[src/rtl/philo_ring_arb.sv]
// philo_ring_arb: parametrised dining-philosophers ring with fork ownership, fork fairness, bounded meals and hunger counters
//   clock      rising-edge clock
//   reset      synchronous active-high reset
//   coin       per-philosopher nondeterministic choice (coin[i] for philosopher i)
//   state      state[2i+1:2i] = philosopher i: 0 THINK, 1 HUNGRY, 2 EATING
//   fork_busy  fork i held by an EATING neighbour
//   fork_pri   fork i priority: 0 favours philosopher i, 1 favours philosopher (i+1)%N
//   starve     hunger counter of philosopher i saturated
// Optional: define PHILO_STARVE_BOOST_EN so a starving philosopher wins contested forks.
module philo_ring_arb #(
  parameter int N        = 8,
  parameter int EAT_MAX  = 3,
  parameter int STARVE_W = 4
) (
  input  logic           clock,
  input  logic           reset,
  input  logic [N-1:0]   coin,
  output logic [2*N-1:0] state,
  output logic [N-1:0]   fork_busy,
  output logic [N-1:0]   fork_pri,
  output logic [N-1:0]   starve
);
  localparam logic [1:0] THINK = 2'd0, HUNGRY = 2'd1, EATING = 2'd2;
  localparam logic [3:0] EAT_LAST = 4'(EAT_MAX - 1);
  localparam logic [STARVE_W-1:0] HMAX = '1;
  logic [1:0]          st       [N];
  logic [1:0]          st_nxt   [N];
  logic [3:0]          eat_cnt  [N];
  logic [3:0]          eat_nxt  [N];
  logic [STARVE_W-1:0] hcnt     [N];
  logic [STARVE_W-1:0] hcnt_nxt [N];
  logic [N-1:0] hungry, eating, leave, base, grant, pri_nxt;

  always_ff @(posedge clock) begin
    if (reset) begin
      st       <= '{default: THINK};
      eat_cnt  <= '{default: '0};
      hcnt     <= '{default: '0};
      fork_pri <= '0;
    end else begin
      st       <= st_nxt;
      eat_cnt  <= eat_nxt;
      hcnt     <= hcnt_nxt;
      fork_pri <= pri_nxt;
    end
  end

  // Philosopher i holds fork i (right, shared with R) and fork L (left, shared with L).
  // The two contenders of a fork always see complementary win_r/win_l, so neighbours
  // are never granted together.
  for (genvar i = 0; i < N; i++) begin : g_ph
    localparam int R = (i + 1) % N;
    localparam int L = (i + N - 1) % N;
    logic win_r, win_l;
`ifdef PHILO_STARVE_BOOST_EN
    assign win_r = (starve[i] != starve[R]) ? starve[i] : !fork_pri[i];
    assign win_l = (starve[i] != starve[L]) ? starve[i] : fork_pri[L];
`else
    assign win_r = !fork_pri[i];
    assign win_l = fork_pri[L];
`endif
    assign base[i] = hungry[i] && !eating[R] && !eating[L] && (!hungry[R] || win_r) && (!hungry[L] || win_l);
  end

  // With every philosopher hungry the priorities can point round the ring (e.g. all 0
  // after reset) and nobody wins both forks; when nothing is eating and nothing is
  // granted, the lowest-index hungry philosopher takes its (free) forks.
  assign grant = (|base || |eating) ? base : hungry & (~hungry + N'(1));

  always_comb begin
    for (int i = 0; i < N; i++) begin
      leave[i]    = eating[i] && (coin[i] || eat_cnt[i] == EAT_LAST);
      st_nxt[i]   = (st[i] == THINK)  ? (coin[i] ? THINK : HUNGRY) :
                    (st[i] == HUNGRY) ? (grant[i] ? EATING : HUNGRY) :
                    (eating[i] && !leave[i]) ? EATING : THINK;
      eat_nxt[i]  = (eating[i] && !leave[i]) ? eat_cnt[i] + 4'd1 : 4'd0;
      hcnt_nxt[i] = (hungry[i] && !grant[i]) ? ((hcnt[i] == HMAX) ? HMAX : hcnt[i] + STARVE_W'(1)) : '0;
    end
    for (int j = 0; j < N; j++)
      pri_nxt[j] = leave[j] ? 1'b1 : leave[(j + 1) % N] ? 1'b0 : fork_pri[j];
  end

  always_comb begin
    for (int i = 0; i < N; i++) begin
      state[2*i +: 2] = st[i];
      hungry[i]       = st[i] == HUNGRY;
      eating[i]       = st[i] == EATING;
      starve[i]       = hcnt[i] == HMAX;
    end
  end

  assign fork_busy = eating | {eating[0], eating[N-1:1]};
endmodule
[config.mk]
export PLATFORM = sky130hd
export DESIGN_NAME = philo_ring_arb
export DESIGN_NICKNAME = d
export VERILOG_FILES = /design/src/rtl/philo_ring_arb.sv
export SDC_FILE = /design/constraint.sdc
export NUM_CORES = 1
export LEC_CHECK = 0
export BUFFER_PORTS_ARGS = -buffer_cell sky130_fd_sc_hd__buf_2
export CORE_ASPECT_RATIO = 1.2
export CORE_MARGIN = 2
export CORE_UTILIZATION = 57
export DETAILED_ROUTE_END_ITERATION = 10
export PLACE_DENSITY = 0.81
export RECOVER_POWER = 100
export SLEW_MARGIN = 5
export SYNTH_ARGS = -nofsm -noshare
export SYNTH_HDL_FRONTEND = slang
export SYNTH_SLANG_ARGS = --single-unit
[constraint.sdc]
create_clock -name clock -period 2.4 [get_ports clock]
set_input_delay 0.24 -clock clock [delete_from_list [all_inputs] [get_ports clock]]
set_output_delay 0.24 -clock clock [all_outputs]
set_load 0.03 [all_outputs]
==> flow_metrics.env, run 1 <==
export IMPL_synthFlopType="sky130_fd_sc_hd__dfxtp_1"
export IMPL_cp_required_ns=2.62
export IMPL_preCtsSetupSlack_ns=0.443
export IMPL_die_h_um=93.2
export IMPL_chipWidth_um=78.3
export IMPL_worst_ep_arrival_time_ns=2.31
export IMPL_fillCellCount=540
export IMPL_pin_count_of_the_biggest_net_entering_global_routing=33
export IMPL_yosys_cell_types_count=38
export IMPL_power_density_nw_per_um2=712
export IMPL_via_per_inst=5.50
export IMPL_synth_top_area_share=0.466
export IMPL_initial_utilization=0.590
export IMPL_post_cts_setup_buffer_count=0
export IMPL_rows=32
export IMPL_leakage_uw=0.00171
export IMPL_clock_skew_ns=0.00935
export IMPL_clock_insertion_delay_worst_skew_ns=0.35
export IMPL_pin_count=50
export IMPL_place_inst=568
export IMPL_timing_final_crit_share=0.869
export IMPL_drive_above_1_share=0.0621
export IMPL_setup_total_negative_slack_ns=0
export IMPL_cts_num_sinks=88
export IMPL_ant_nets=0
export IMPL_power_total_uw=3040
export IMPL_clock_tree_from_tritoncts="done"
export IMPL_netlist_area_um2=3780
export IMPL_cts_htree_levels=3
export IMPL_report_final_hold_viol_count=0
export IMPL_slew_headroom=0.518
export IMPL_worst_setup_path_end_kind="register"
export IMPL_finalWorstSetupSlack_ns=0.315
export IMPL_syn_avg_cell_area_um2=8.68
export IMPL_number_of_pins_exceeding_their_max_slew_limit_in_the_final_report=0
export IMPL_ys_warn_count=0
export IMPL_post_cts_resized_instances=0
export IMPL_first_global_vias=3109
export IMPL_synth_enable_flop_cells=0
export IMPL_finish_net_count=528
export IMPL_grt_pass1_wl_mm=13.4
export IMPL_postLayoutCoreUtil=0.667
export IMPL_via_count=3210
export IMPL_share_of_synthesized_registers_carrying_an_async_set_or_reset=0
export IMPL_clock_tree_buffer_depth=2
export IMPL_fmax_ghz=0.480
export IMPL_drt_iter0_markers=181
export IMPL_ctsRootBufferMaster="sky130_fd_sc_hd__clkbuf_8"
export IMPL_grt_ovfl_total=0
export IMPL_detail_route_drc_violations=0
export IMPL_cap_violations=0
export IMPL_detail_route_first_pass_iterations=4
export IMPL_hpwl_mm=5.96
export IMPL_multi_input_comb_area_um2=1870
export IMPL_critical_path_class="register to register"
export IMPL_drt_total_wl_mm=7.94
export IMPL_clkTransAtPathRegs_ns=0.08
export IMPL_synth_area_leader_cell="sky130_fd_sc_hd__dfxtp_1"
export IMPL_layout_area_overhead_vs_synth_pct=13.1
export IMPL_postSynthRegisterBits=88
export IMPL_fin_crit_ns=2.08
export IMPL_setup_viol=0
export IMPL_seqCellArea_um2=1760
export IMPL_globalplace_congestion=0.909
export IMPL_tightestPinTransition_ns=0.716
export IMPL_insertedDiodeCount=0
export IMPL_synthCells=435
export IMPL_globalRouteTotalUtil=0.232
export IMPL_floorplan_die_area_um2=7300
export IMPL_path_max_fanout=6
export IMPL_status="finished, final reports clean"
export IMPL_rsz0062_at_grt="false"
export IMPL_critPathLaunchType="register"
export IMPL_io_buffers=49
export IMPL_final_cell_count_no_fill=584
export IMPL_postSynthNetCount=469
export IMPL_number_of_antenna_violations_at_the_first_check_in_global_routing=0
export IMPL_holdCritPathClass="primary input to register"
export IMPL_synth_top_cells_by_area="sky130_fd_sc_hd__dfxtp_1 (47%), sky130_fd_sc_hd__ha_1 (7.9%), sky130_fd_sc_hd__nor2_1 (7.2%), sky130_fd_sc_hd__a21oi_1 (4.5%), sky130_fd_sc_hd__nand3_1 (3.8%)"
export IMPL_cts_hold_fix_buffers=0
export IMPL_yosysSeqAreaShare=0.466
export IMPL_numCtsBuffers=9
export IMPL_wl_per_cell_um=13.6
export IMPL_coreArea_um2=6410
export IMPL_vdd_ir_drop_max_mv=0.466
==> report_power, final <==
group / switching, uW / internal, uW / leakage (uW)
clock: 516 / 487 / 0.000100
sequential: 71.6 / 1510 / 0.000713
combinational: 316 / 139 / 0.000895
==> logic make-up after synthesis <==
family	Yosys count	share of synthesized area
AO/OA/AOI/OAI	74	0.128
XOR/XNOR	16	0.0371
adder cells (fa/ha/maj)	24	0.0795
buffers and inverters	37	0.0368
flip-flops	88	0.466
AND/OR/NAND/NOR	196	0.252
==> metrics by stage <==
step	hold slack [ns]	instance area, um^2
2_1_floorplan	0.342	3780
3_3_place_gp	0.440	4130
3_5_place_dp	0.456	4130
4_1_cts	0.0770	4330
5_1_grt	0.0816	4270
6_report	0.0943	4270
==> path summary, 6_finish.rpt <==
path                     from     endpoint  slack, ns  cells after the start
setup / recovery     state[7]     state[0]       0.32                      5
hold / removal        coin[0]     state[0]       0.09                      2
setup reg to reg     state[7]     state[0]       0.32                      5
hold reg to reg   eat_cnt[16]  eat_cnt[16]       0.47                      1
==> metal layers <==
layer	global-route usage	wire, um	part of all wire
met5	0	0	0
met4	0.104	196	0.025
met3	0.0685	347	0.044
met2	0.392	3870	0.49
met1	0.270	3520	0.44
==> cells in the final DEF (no fill, tap or decap), types with 4 or more instances in the layout <==
master / instances
sky130_fd_sc_hd__a2111oi_0: 7
sky130_fd_sc_hd__a211oi_1: 4
sky130_fd_sc_hd__a21oi_1: 34
sky130_fd_sc_hd__a31oi_1: 8
sky130_fd_sc_hd__buf_2: 9
sky130_fd_sc_hd__clkbuf_1: 42
sky130_fd_sc_hd__clkbuf_8: 9
sky130_fd_sc_hd__clkinv_4: 4
sky130_fd_sc_hd__dfxtp_1: 88
sky130_fd_sc_hd__ha_1: 24
sky130_fd_sc_hd__inv_1: 33
sky130_fd_sc_hd__nand2_1: 25
sky130_fd_sc_hd__nand2b_1: 13
sky130_fd_sc_hd__nand3_1: 29
sky130_fd_sc_hd__nor2_1: 72
sky130_fd_sc_hd__nor2b_1: 10
sky130_fd_sc_hd__nor3_1: 15
sky130_fd_sc_hd__nor3b_1: 4
sky130_fd_sc_hd__nor4_1: 5
sky130_fd_sc_hd__o21ai_0: 4
sky130_fd_sc_hd__or3_1: 10
sky130_fd_sc_hd__xnor2_1: 8
sky130_fd_sc_hd__xor2_1: 8
==> critical path, cell delays in order (launching register included) <==
cell and delay (ns):
sky130_fd_sc_hd__dfxtp_1 0.42, sky130_fd_sc_hd__nor2b_1 0.35, sky130_fd_sc_hd__nor4_1 0.15, sky130_fd_sc_hd__or4_1 0.57, sky130_fd_sc_hd__o21ai_1 0.34, sky130_fd_sc_hd__o41ai_1 0.13
==> sequential cells by signal, summed over array words and instances, names as in the netlist <==
signal and flops:
hcnt 32, eat_cnt 32, fork_pri 8, state 16
==> synth_stat cells (3+ instances only) <==
master / number
sky130_fd_sc_hd__a2111oi_0: 7
sky130_fd_sc_hd__inv_1: 33
sky130_fd_sc_hd__nor3_1: 15
sky130_fd_sc_hd__xor2_1: 8
sky130_fd_sc_hd__o221a_2: 3
sky130_fd_sc_hd__a21o_1: 3
sky130_fd_sc_hd__nor4_1: 5
sky130_fd_sc_hd__a21oi_1: 34
sky130_fd_sc_hd__xnor2_1: 8
sky130_fd_sc_hd__nand2b_1: 13
sky130_fd_sc_hd__o2bb2ai_1: 3
sky130_fd_sc_hd__nor2_1: 72
sky130_fd_sc_hd__nand2_1: 25
sky130_fd_sc_hd__a31oi_1: 8
sky130_fd_sc_hd__nand3_1: 29
sky130_fd_sc_hd__nor2b_1: 10
sky130_fd_sc_hd__o22ai_1: 3
sky130_fd_sc_hd__dfxtp_1: 88
sky130_fd_sc_hd__o21ai_0: 4
sky130_fd_sc_hd__nor3b_1: 4
sky130_fd_sc_hd__ha_1: 24
sky130_fd_sc_hd__a211oi_1: 4
sky130_fd_sc_hd__or3_1: 10
==> final cells by class <==
class / instances / share of cell area
Clock inverter: 6 / 0.0164
Tap cell: 85 / 0.0249
Multi-Input combinational cell: 310 / 0.438
Timing Repair Buffer: 51 / 0.0483
Clock buffer: 10 / 0.0299
Inverter: 34 / 0.0299
Sequential cell: 88 / 0.412
Note: power is estimated with default switching activity, not from simulation.
==> inputs of run 2 (changes only) <==
--- a/config.mk
+++ b/config.mk
@@ -7,9 +7,10 @@
 export LEC_CHECK = 0
 export BUFFER_PORTS_ARGS = -buffer_cell sky130_fd_sc_hd__buf_2
+export CAP_MARGIN = 20
 export CORE_ASPECT_RATIO = 1.2
 export CORE_MARGIN = 2
 export CORE_UTILIZATION = 57
 export DETAILED_ROUTE_END_ITERATION = 10
-export PLACE_DENSITY = 0.81
+export PLACE_DENSITY = 0.79
 export RECOVER_POWER = 100
 export SLEW_MARGIN = 5
==> constraint.sdc (replaced) <==
create_clock -name clock -period 2.4 [get_ports clock]
set_input_delay 0.24 -clock clock [delete_from_list [all_inputs] [get_ports clock]]
set_output_delay 0.24 -clock clock [all_outputs]
set_load 0.02 [all_outputs]
==> run 2 against run 1 <==
Power fell by 0.57%; cell area rose by 0.12%; final cell count did not move; first-iteration DRC count fell by 11%; combinational power fell by 9.9%; wire length rose by 0.49%.
==> flow_metrics.env, run 2 (same netlist as run 1, synthesis figures left out) <==
export IMPL_critPathLaunchType="register"
export IMPL_via_per_inst=5.46
export IMPL_crit_slowest_cell="sky130_fd_sc_hd__or4_1"
export IMPL_insertedDiodeCount=0
export IMPL_worst_setup_path_end_kind="register"
export IMPL_power_density_nw_per_um2=707
export IMPL_setup_total_negative_slack_ns=0
export IMPL_rows=32
export IMPL_detail_route_first_pass_iterations=4
export IMPL_cts_hold_fix_buffers=0
export IMPL_initial_utilization=0.590
export IMPL_grt_ovfl_total=0
export IMPL_placed_area_um2=4130
export IMPL_detail_route_drc_violations=0
export IMPL_postLayoutCellArea_um2=4280
export IMPL_first_global_vias=2978
export IMPL_cts_num_sinks=88
export IMPL_setup_viol=0
export IMPL_pin_count_of_the_biggest_net_entering_global_routing=33
export IMPL_io_buffers=49
export IMPL_rrSetupSlack_ns=0.38
export IMPL_finish_net_count=528
export IMPL_ctsRootBufferMaster="sky130_fd_sc_hd__clkbuf_8"
export IMPL_holdCritPathClass="primary input to register"
export IMPL_fmax_ghz=0.494
export IMPL_clock_skew_ns=0.00918
export IMPL_cts_htree_levels=3
export IMPL_via_count=3187
export IMPL_die_h_um=93.2
export IMPL_path_max_fanout=6
export IMPL_post_cts_setup_buffer_count=0
export IMPL_cap_violations=0
export IMPL_critical_path_top_delay_family="simple AND/OR/NAND/NOR gates"
export IMPL_clock_tree_buffer_depth=2
export IMPL_slew_headroom=0.602
export IMPL_fin_crit_ns=2.02
export IMPL_vdd_ir_drop_max_mv=0.554
export IMPL_post_cts_resized_instances=0
export IMPL_leakage_uw=0.00171
export IMPL_ant_nets=0
export IMPL_tightestPinTransition_ns=0.592
export IMPL_hpwl_mm=6.01
export IMPL_wl_per_cell_um=13.7
export IMPL_clock_insertion_delay_worst_skew_ns=0.36
export IMPL_cp_required_ns=2.63
export IMPL_worst_ep_arrival_time_ns=2.25
export IMPL_numCtsBuffers=9
export IMPL_clkTransAtPathRegs_ns=0.08
export IMPL_cp_cell_sequence="nor2b_1 -> nor4_1 -> or4_1 -> o21ai_2 -> o41ai_1"
export IMPL_pin_count=50
export IMPL_layout_commonest_cell="sky130_fd_sc_hd__dfxtp_1"
export IMPL_critical_path_class="register to register"
export IMPL_coreArea_um2=6410
export IMPL_clock_tree_from_tritoncts="done"
export IMPL_most_common_layout_cells="sky130_fd_sc_hd__dfxtp_1 (88), sky130_fd_sc_hd__nor2_1 (72), sky130_fd_sc_hd__clkbuf_1 (43)"
export IMPL_globalplace_congestion=0.808
export IMPL_status="finished, final reports clean"
export IMPL_number_of_antenna_violations_at_the_first_check_in_global_routing=0
export IMPL_drt_total_wl_mm=7.98
export IMPL_number_of_pins_exceeding_their_max_slew_limit_in_the_final_report=0
export IMPL_floorplan_die_area_um2=7300
export IMPL_report_final_hold_viol_count=0
export IMPL_finalWorstSetupSlack_ns=0.377
export IMPL_critPathBufInv=0
export IMPL_grt_pass1_wl_mm=13.2
export IMPL_globalRouteTotalUtil=0.233
export IMPL_drive_above_1_share=0.0621
export IMPL_rsz0062_at_grt="false"
export IMPL_preCtsSetupSlack_ns=0.453
export IMPL_drt_iter0_markers=161
export IMPL_max_stage_delay_ns=0.59
export IMPL_chipWidth_um=78.3
export IMPL_layout_area_overhead_vs_synth_pct=13.2
export IMPL_timing_final_crit_share=0.843
-- run 2: changes by cell type in the layout (fill, tap and decap cells not counted) --
cell,before,now
sky130_fd_sc_hd__clkbuf_1,42,43
sky130_fd_sc_hd__clkbuf_8,9,11
sky130_fd_sc_hd__clkinv_2,1,2
sky130_fd_sc_hd__clkinv_4,4,0
sky130_fd_sc_hd__o21ai_1,1,0
sky130_fd_sc_hd__o21ai_2,0,1
-- run 2: worst paths after layout --
kind | startpoint | endpoint | cells past startpoint
setup / recovery | state[7] | state[0] | 5
hold / removal | coin[4] | state[8] | 2
setup reg to reg | state[7] | state[0] | 5
hold reg to reg | eat_cnt[16] | eat_cnt[16] | 1
-- run 2: layer usage --
layer,global-route usage,vias to the layer above,routed length (um)
li1,-,1620,-
met1,0.273,1496,3520
met2,0.397,60,3950
met3,0.0801,11,380
met4,0.0833,0,126
met5,0,-,0
-- run 2: cell type report --
| class | instances | area [um^2] |
|---|---|---|
| clock inverters | 3 | 40.0 |
| well taps | 85 | 106 |
| multi-input cells | 310 | 1880 |
| fillers | 536 | 2130 |
| inverters | 34 | 128 |
| clock buffers | 13 | 159 |
| repair buffers | 51 | 206 |
| flip-flops and latches | 88 | 1760 |
-- run 2: where the power goes --
| group | internal (uW) | switching [uW] |
|---|---|---|
| Combinational | 140 | 270 |
| Clock | 536 | 493 |
| Sequential | 1510 | 72.8 |
| Total | 2190 | 836 |
-- run 2: worst register-to-register path: stages, from the launching register on --
cell                      delay (ns)
sky130_fd_sc_hd__dfxtp_1        0.41
sky130_fd_sc_hd__nor2b_1        0.34
sky130_fd_sc_hd__nor4_1         0.15
sky130_fd_sc_hd__or4_1          0.59
sky130_fd_sc_hd__o21ai_2        0.26
sky130_fd_sc_hd__o41ai_1        0.13
-- run 2: metrics by stage --
stage / cells / total power [uW] / hold slack (ns) / util
detailed placement: 568 / 2040 / 0.449 / 0.645
finish: 584 / 3030 / 0.0922 / 0.668
floorplan: 435 / 1890 / 0.342 / -
global placement: 568 / 2030 / 0.441 / 0.645
CTS: 584 / 3070 / 0.0701 / 0.676
global route: 584 / 3170 / 0.0734 / 0.668
==> inputs of run 3 (changes only) <==
Settings changed: CORE_UTILIZATION 57 to 51, PLACE_DENSITY 0.79 to 0.75.
Clock period 2.4 ns to 1.8 ns, I/O delays scaled along.
==> run 3 against run 2 <==
Count of clock-buffer cells in the layout unchanged; wire length up 3.7%; sequential share of layout area shrank 2.4 points; final cell count grew 5.8%; highest routed layer unchanged.
==> flow_metrics.env, run 3 (same netlist as run 1, synthesis figures left out) <==
export IMPL_status="finished, final reports clean"
export IMPL_met2RoutedLength_mm=3.96
export IMPL_cap_violations=0
export IMPL_drt_iter0_markers=135
export IMPL_post_cts_setup_buffer_count=0
export IMPL_cp_required_ns=2.04
export IMPL_hold_path_endpoint="state[2]"
export IMPL_wl_met3_um=404
export IMPL_number_of_pins_exceeding_their_max_slew_limit_in_the_final_report=0
export IMPL_clock_skew_ns=0.00799
export IMPL_reg_to_reg_endpoint="state[0]"
export IMPL_grt_pass1_wl_mm=13.6
export IMPL_worst_ep_arrival_time_ns=1.99
export IMPL_finalWorstSetupSlack_ns=0.0476
export IMPL_crit_slowest_cell="sky130_fd_sc_hd__or4_4"
export IMPL_fmax_ghz=0.571
export IMPL_ant_nets=0
export IMPL_reg2reg_from="state[5]"
export IMPL_globalRouteTotalUtil=0.217
export IMPL_timing_final_crit_share=0.974
export IMPL_report_final_hold_viol_count=0
export IMPL_clkTransAtPathRegs_ns=0.08
export IMPL_fillCellCount=668
export IMPL_leakage_uw=0.00197
export IMPL_via_per_inst=5.30
export IMPL_setup_viol=0
export IMPL_number_of_antenna_violations_at_the_first_check_in_global_routing=0
export IMPL_cts_htree_levels=3
export IMPL_tightestPinTransition_ns=0.456
export IMPL_slew_headroom=0.693
export IMPL_layout_commonest_cell="sky130_fd_sc_hd__dfxtp_1"
export IMPL_via_count=3273
export IMPL_detail_route_first_pass_iterations=5
export IMPL_holdCritPathClass="primary input to register"
export IMPL_cp_cell_sequence="or2b_2 -> nand2_2 -> or4_4 -> nand4bb_4 -> o21ai_4 -> o41ai_1"
export IMPL_numCtsBuffers=9
export IMPL_cts_num_sinks=88
export IMPL_fin_crit_ns=1.75
export IMPL_place_inst=601
export IMPL_pin_count=50
export IMPL_finish_net_count=557
export IMPL_io_buffers=49
export IMPL_globalplace_congestion=0.834
export IMPL_clock_insertion_delay_worst_skew_ns=0.36
export IMPL_insertedDiodeCount=0
export IMPL_power_density_nw_per_um2=881
export IMPL_hpwl_mm=6.34
export IMPL_die_h_um=98.3
export IMPL_critical_path_class="register to register"
export IMPL_rrSetupSlack_ns=0.05
export IMPL_clock_tree_from_tritoncts="done"
export IMPL_preCtsSetupSlack_ns=0.00877
export IMPL_final_cell_count_no_fill=618
export IMPL_pin_count_of_the_biggest_net_entering_global_routing=15
export IMPL_vdd_ir_drop_max_mv=0.516
export IMPL_maxUsedRoutingLayer="met4"
export IMPL_path_max_fanout=5
export IMPL_wl_per_cell_um=13.4
export IMPL_floorplan_die_area_um2=8110
export IMPL_drive_above_1_share=0.201
export IMPL_drt_total_wl_mm=8.27
export IMPL_rsz0062_at_grt="true"
export IMPL_max_stage_delay_ns=0.53
export IMPL_ctsRootBufferMaster="sky130_fd_sc_hd__clkbuf_8"
export IMPL_clock_tree_buffer_depth=2
export IMPL_hold_path_cell_count=2
export IMPL_layout_area_overhead_vs_synth_pct=21.4
export IMPL_initial_utilization=0.522
export IMPL_worst_setup_path_end_kind="register"
export IMPL_min_from="coin[1]"
export IMPL_critPathLaunchType="register"
export IMPL_met1_wirelength_mm=3.68
export IMPL_coreArea_um2=7230
export IMPL_rows=34
export IMPL_most_common_layout_cells="sky130_fd_sc_hd__dfxtp_1 (76), sky130_fd_sc_hd__nor2_1 (72), sky130_fd_sc_hd__buf_2 (36)"
export IMPL_first_global_vias=3094
export IMPL_chipWidth_um=82.6
export IMPL_power_total_uw=4040
export IMPL_grt_ovfl_total=0
export IMPL_detail_route_drc_violations=0
export IMPL_rr_worst_depth=6
[run 3: changes by cell type in the layout (fill, tap and decap cells not counted), moves of 2 or more]
| cell | change |
|---|---|
| sky130_fd_sc_hd__buf_2 | +27 |
| sky130_fd_sc_hd__buf_4 | +29 |
| sky130_fd_sc_hd__clkbuf_1 | -27 |
| sky130_fd_sc_hd__dfxtp_1 | -12 |
| sky130_fd_sc_hd__dfxtp_2 | +11 |
| sky130_fd_sc_hd__nor2b_1 | -2 |
| sky130_fd_sc_hd__nor2b_2 | +2 |
| sky130_fd_sc_hd__or4_1 | -2 |
| sky130_fd_sc_hd__or4_4 | +2 |
[run 3: worst max-delay path, delay by kind of cell (launching register included)]
kind            cells  cell delay (ns)
simple gates        4             1.00
flops               1             0.33
compound gates      2             0.33
[run 3: stage by stage]
stage | hold WS (ns) | util | instance area [um^2] | TNS (ns)
3_5_place_dp | 0.387 | 0.605 | 4380 | 0
6_report | 0.0264 | 0.634 | 4580 | 0
5_1_grt | 0.0256 | 0.634 | 4580 | -0.286
2_1_floorplan | 0.275 | - | 3800 | 0
4_1_cts | 0.0178 | 0.631 | 4560 | 0
3_3_place_gp | 0.386 | 0.605 | 4380 | 0
[run 3: repair_timing]
item                       in CTS  in global routing
setup endpoints to repair       1                  6
cloned                          0                  0
pin swaps                       0                  1
hold buffers                    1                  0
gates resized for setup         1                  8
hold endpoints to repair        1                  0
[run 3: how the worst max path moves through the flow]
stage / startpoint / depth (start not counted) / to / slack [ns]
floorplan: state[6] / 6 / state[0] / 0.002
global placement: state[6] / 6 / state[0] / 0.05
detailed placement: state[3] / 6 / state[0] / 0.009
CTS: state[9] / 6 / state[0] / 0.002
global route: state[4] / 6 / state[0] / -0.06
finish: state[5] / 6 / state[0] / 0.05
[run 3: layer usage]
layer / GRT usage / up-vias
met5: 0 / -
li1: - / 1679
met3: 0.0647 / 17
met1: 0.262 / 1523
met2: 0.357 / 54
met4: 0.0858 / 0
[run 3: power breakdown]
group          switching [uW]  total [uW]  internal (uW)
registers                72.4        2100           2030
clock network             663        1200            536
logic                     425         739            314
total                    1160        4040           2880
[run 3: final cells by class]
class	count	area, um^2	area share
clock buffer	13	149	0.0325
clock inverter	3	17.5	0.00382
inverter	34	128	0.0278
sequential	88	1780	0.388
multi-input combinational	310	1930	0.422
timing repair buffer	80	464	0.101
tap	90	113	0.0246
